$ cat config.mk
export PLATFORM = sky130hd
export DESIGN_NAME = count_requester
export DESIGN_NICKNAME = d
export VERILOG_FILES = /design/src/rtl/count_req_pkg.sv /design/src/rtl/req_timer.sv /design/src/rtl/count_requester.sv
export SDC_FILE = /design/constraint.sdc
export NUM_CORES = 1
export LEC_CHECK = 0
export ABC_CLOCK_PERIOD_IN_PS = 2600
export CAP_MARGIN = 20
export CORE_MARGIN = 2
export CORE_UTILIZATION = 43
export CTS_CLUSTER_DIAMETER = 80
export DETAILED_ROUTE_END_ITERATION = 16
export HOLD_SLACK_MARGIN = 0.02
export PLACE_DENSITY = 0.78
export SLEW_MARGIN = 10
export SYNTH_ARGS = -nofsm -noshare
export SYNTH_HDL_FRONTEND = slang
export SYNTH_SLANG_ARGS = --single-unit
$ cat constraint.sdc
create_clock -name clk -period 2.6 [get_ports clk]
set_clock_uncertainty 0.2 [all_clocks]
set_input_delay 0.78 -clock clk [delete_from_list [all_inputs] [get_ports clk]]
set_output_delay 0.78 -clock clk [all_outputs]
set_load 0.05 [all_outputs]
$ cat src/rtl/count_req_pkg.sv
// Shared types and constants for the count_requester sequencer.
//   state_t            : sequencer state encoding (IDLE, ISSUE, SETTLE, WAIT, HOLD)
//   JOBS_W             : width of the consumed-result counter
//   TIMEOUT_CYCLES_DEF : default WAIT budget, used only with CORE_TIMEOUT_EN
package count_req_pkg;

  typedef enum logic [2:0] {
    IDLE   = 3'd0,
    ISSUE  = 3'd1,
    SETTLE = 3'd2,
    WAIT   = 3'd3,
    HOLD   = 3'd4
  } state_t;

  localparam int JOBS_W             = 16;
  localparam int TIMEOUT_CYCLES_DEF = 1024;

endpackage

$ cat src/rtl/req_timer.sv
// Load/decrement/expire down-counter bounding the WAIT state.
// Instantiated by count_requester only when CORE_TIMEOUT_EN is defined.
//   clk       : clock
//   rst       : synchronous active-high reset, clears the count
//   load_i    : load CYCLES-1 (asserted the cycle before WAIT is entered)
//   dec_i     : decrement by one, saturating at zero
//   expired_o : count has reached zero
module req_timer #(
  parameter int CYCLES = 1024
) (
  input  logic clk,
  input  logic rst,
  input  logic load_i,
  input  logic dec_i,
  output logic expired_o
);

  localparam int TW = (CYCLES > 1) ? $clog2(CYCLES) : 1;
  localparam logic [TW-1:0] LOAD_VAL = TW'(CYCLES - 1);

  logic [TW-1:0] cnt_q, cnt_d;

  always_comb begin
    cnt_d = cnt_q;
    if (load_i)                     cnt_d = LOAD_VAL;
    else if (dec_i && cnt_q != '0)  cnt_d = cnt_q - 1'b1;
  end

  always_ff @(posedge clk) begin
    if (rst) cnt_q <= '0;
    else     cnt_q <= cnt_d;
  end

  assign expired_o = (cnt_q == '0);

endmodule

$ cat src/rtl/count_requester.sv
// Initiator-side sequencer for the go/done bit-count core. Takes one operand
// per input handshake, pulses core_go once, waits for core_done, captures
// core_out and presents it on the result stream until consumed.
// Optional feature macro: CORE_TIMEOUT_EN (bounds WAIT to TIMEOUT_CYCLES and
// returns res_err=1 with res_data=0 on expiry).
//   clk, rst              : clock, synchronous active-high reset
//   in_valid/in_ready     : operand stream handshake, in_data operand
//   res_valid/res_ready   : result stream handshake, res_data/res_err payload
//   core_go, core_in      : start pulse and held operand to the core
//   core_done, core_out   : core completion level and result
//   jobs                  : results consumed (wrapping)
module count_requester
  import count_req_pkg::*;
#(
  parameter int WIDTH          = 8,
  parameter int TIMEOUT_CYCLES = TIMEOUT_CYCLES_DEF
) (
  input  logic              clk,
  input  logic              rst,
  input  logic              in_valid,
  output logic              in_ready,
  input  logic [WIDTH-1:0]  in_data,
  output logic              res_valid,
  input  logic              res_ready,
  output logic [WIDTH-1:0]  res_data,
  output logic              res_err,
  output logic              core_go,
  output logic [WIDTH-1:0]  core_in,
  input  logic              core_done,
  input  logic [WIDTH-1:0]  core_out,
  output logic [JOBS_W-1:0] jobs
);

  if (TIMEOUT_CYCLES < 1) begin : g_bad_timeout
    $error("count_requester: TIMEOUT_CYCLES must be at least 1");
  end

  state_t             state_q, state_d;
  logic [WIDTH-1:0]   op_q, op_d;
  logic [WIDTH-1:0]   res_q, res_d;
  logic               err_q, err_d;
  logic [JOBS_W-1:0]  jobs_q, jobs_d;
  logic               rst_q;
  logic               tmr_expired;

`ifdef CORE_TIMEOUT_EN
  // Loaded while in SETTLE so the first WAIT cycle sees TIMEOUT_CYCLES-1.
  req_timer #(.CYCLES(TIMEOUT_CYCLES)) u_timer (
    .clk       (clk),
    .rst       (rst),
    .load_i    (state_q == SETTLE),
    .dec_i     (state_q == WAIT),
    .expired_o (tmr_expired)
  );
`else
  assign tmr_expired = 1'b0;
`endif

  // Outputs decode registered state only; rst_q keeps in_ready low through
  // the reset window even though the state is already IDLE.
  assign in_ready  = (state_q == IDLE) && !rst_q;
  assign core_go   = (state_q == ISSUE);
  assign res_valid = (state_q == HOLD);
  assign res_data  = res_q;
  assign res_err   = err_q;
  assign core_in   = op_q;
  assign jobs      = jobs_q;

  always_comb begin
    state_d = state_q;
    op_d    = op_q;
    res_d   = res_q;
    err_d   = err_q;
    jobs_d  = jobs_q;
    unique case (state_q)
      IDLE: begin
        if (in_valid && in_ready) begin
          op_d    = in_data;
          state_d = ISSUE;
        end
      end
      ISSUE:  state_d = SETTLE;
      // core_done may still be the previous job's level here; not sampled.
      SETTLE: state_d = WAIT;
      WAIT: begin
        // A real done in the expiry cycle wins over the timeout.
        if (core_done) begin
          res_d   = core_out;
          err_d   = 1'b0;
          state_d = HOLD;
        end else if (tmr_expired) begin
          res_d   = '0;
          err_d   = 1'b1;
          state_d = HOLD;
        end
      end
      HOLD: begin
        if (res_ready) begin
          jobs_d  = jobs_q + JOBS_W'(1);
          state_d = IDLE;
        end
      end
      default: state_d = IDLE;
    endcase
  end

  always_ff @(posedge clk) begin
    rst_q <= rst;
    if (rst) begin
      state_q <= IDLE;
      op_q    <= '0;
      res_q   <= '0;
      err_q   <= 1'b0;
      jobs_q  <= '0;
    end else begin
      state_q <= state_d;
      op_q    <= op_d;
      res_q   <= res_d;
      err_q   <= err_d;
      jobs_q  <= jobs_d;
    end
  end

endmodule

==> results.md <==
* CP delay by family, top: buffers and inverters
* Cell Int Power at between 800 and 900 uW
* Placed insts at about 270
* Endpoints failing setup at 0
* Clock Power Share at about a third
* Pin count of the biggest net entering global routing at 14
* Cell Rows at 21
* Pwr dens at 493.8 nW/um2
* Cell variety after synth at 36
* GR Util met3 at under 10%
* Highest clock rate at 0.3947 GHz
* Net Switching at 290.1 uW
* Comb pwr share at 13.6%
* Yosys top cell area share at 48.00%
* Die H at 63.09 um
* Reg2reg path depth at 5
* Synth Cell Area at 1501 um2
* Leakage at 0.0009586 uW
* Chip Width at between 60 and 70 um
* Final WS setup at 0.06614 ns
* CP cell instances: clkdlybuf4s50_1
* Diodes inserted at 0
* Most area-consuming cells after synthesis: dfxtp_1, a21oi_1, nand2_1
* Status: completed
* Clock latency on the worst-skew pair at between 0.3 and 0.4 ns
* Antenna Violating Nets Remaining at 0
* Share of total power in sequential cells at 51.1%
* Hold Crit Depth at 2
* Number of global-route vias before repair at 1,306
* Most area-hungry cell type in the Yosys netlist: dfxtp_1
* Post-layout util at 68.28%
* H-tree Lvls at 2
* Arrival time worst endpoint at around 1.6 ns
* Starting Density at approximately 45%
* Fin. Hold Viols at 0
* Syn_area_per_cell at 8.629 um2
* Initial antenna violation count at 0
* Worst endpoint required time at between 1.5 and 2 ns
* Share of post-route cells with drive strength above 1 at 12.61%
* Post-Place Setup Slack at -0.1793 ns
* Ports at 57
* Hold endpoint: core_in[1]
* Final Cell Area at 2278 um2
* Max-cap violations at 0
* Hold path startpoint: core_in[1]
* Critical-path top delay cell: clkdlybuf4s50_1
* RSZ-0062 raised after global routing: no
* Via Count at approximately 1,400
* Largest fanout on the critical path at 3
* Crit path kind: register to primary output
* Clock Path Buffers at 2
* Final Slew Violations at 0
* First-pass detailed-route iteration total at 4
* Congestion Overflow GR at 0
* Hold WC Path Type: register to register
* GPL Wtd Cong at 0.7884
* Non-Filler Instances at between 200 and 300
* First-pass GRT wire length at 5699 um
* Core area at about 3300 um2
* Crit path buffers/inverters at 1
* Post-synth EDFFs at 0
* CP Capture Type: primary output
* Synthesized instance count at 174
* Post-synthesis net count at 196
* Final min period at 2.534 ns
* Wire per inst at about 12 um
* FF+latch count, synth at 36
* Final wirelength at around 3400 um
* Via-to-Cell Ratio at slightly below 5
* DP Area at approximately 2200 um2
* CTS buffer count at 5
* Sequential area share after synthesis at a little under half
* Async SR Flop Fraction at 0%
* Period utilisation layout at 97.46%
* Post-DP HPWL at 2459 um
* Startpoint Class: register
* Nets@finish at 259
* CTS tree: built
* Origin of the critical flop-to-flop path: state_q[2]
* Slew @ Worst Pin at 0.5118 ns
* Slowest stage delay, CP at 0.82 ns
* Number of port buffers at 55
* Area delta synth->final at 51.75%
* GRT Total Usage at approximately 18%
* Reg clk slew, reported paths at 0.12 ns
* Peak supply drop at 0.3742 mV
* Grt peak-use layer: met2
* M1 GR Usage at 19.51%
* Post-synth top flop: dfxtp_1
* Syn. warnings at 0
* Sw Share at 25.79%
* Die Area at around 4000 um2
* Grt met2 use at 30.32%
* Clock sink count at 36
* Residual DRC at 0
* Clock root buffer: clkbuf_4
* Detailed Route Iter0 Violations at 72
* Pwr Total at roughly 1100 uW
* End of the worst register-to-register path: jobs[12]
* Reg2reg setup slack at roughly 0.44 ns
* List of most frequent post-synthesis cells: dfxtp_1, nand2_1, a21oi_1, nand3_1, nor2_1
* Slew margin rel. at 65.77%
* Most frequent cell after synthesis: dfxtp_1
==> sequential cells by signal, summed over array words and instances, names as in the netlist <==
| register | count |
|---|---|
| core_in | 8 |
| state_q | 3 |
| jobs | 16 |
| rst_q | 1 |
| res_data | 8 |
==> final cells by class <==
cell class | instances | area [um2]
fill | 296 | 1059
sequential | 36 | 720.7
multi-input combinational | 124 | 715.7
timing repair buffer | 68 | 696.9
tap | 46 | 57.56
clock inverter | 3 | 42.54
clock buffer | 5 | 37.54
inverter | 2 | 7.507
==> layer usage <==
layer	routed length, um	up-vias
met2	1594	43
met1	1417	624
li1	-	718
met3	298	6
met4	54	0
met5	0	-
==> repair_timing <==
item,in CTS,in global routing
hold buffers,0,0
buffers inserted,0,3
endpoints found under the setup margin,3,10
resized for setup,3,9
cloned,0,0
==> metrics by stage <==
stage,TNS (ns),hold slack (ns)
6_report,0,0.2614
5_1_grt,0,0.2798
4_1_cts,0,0.2630
3_5_place_dp,-0.5370,0.2483
3_3_place_gp,-0.3543,0.2418
2_1_floorplan,-0.003565,0.3885
==> logic make-up after synthesis <==
kind of cell | share of synthesized area (%)
other cells | 0.2498
buf+inv | 4.917
flops | 48.00
simple gates | 29.42
mux | 0.7499
compound gates | 11.17
fa+ha+maj | 0.8332
xor+xnor | 4.667
==> layout by cell type, fill, tap and decap left out, drive strengths merged, types with 2 or more instances in the layout <==
cell type,synthesis,layout
clkdlybuf4s50,0,40
dfxtp,36,36
nand2,31,31
a21oi,24,24
nand3,16,16
buf,7,16
nor2,11,11
dlymetal6s2s,0,9
xor2,6,6
clkbuf,5,5
o31ai,4,4
or4,4,4
nand4,3,3
dlygate4sd2,0,3
nor3b,3,3
xnor2,2,2
and3,2,2
inv,2,2
o21ai,2,2
or3,2,2
nor4,2,2
or2,2,2
==> worst max path at each step <==
stage | slack [ns] | cells after the start | to | startpoint
after floorplan | -0.004 | 2 | core_go | state_q[2]
after global placement | -0.14 | 5 | jobs[15] | res_ready
after detailed placement | -0.18 | 5 | jobs[15] | res_ready
after CTS | 0.007 | 1 | jobs[4] | jobs[4]
after global routing | 0.006 | 1 | jobs[6] | jobs[6]
final | 0.07 | 1 | jobs[6] | jobs[6]
==> power by group through the flow <==
stage               registers (uW)  logic, uW  clock network, uW
finish                         575        153                397
global route                   577        163                438
CTS                            575        153                406
detailed placement             588        153                  0
global placement               587        152                  0
floorplan                      607       62.6                  0
(Power assumes the default switching activity.)
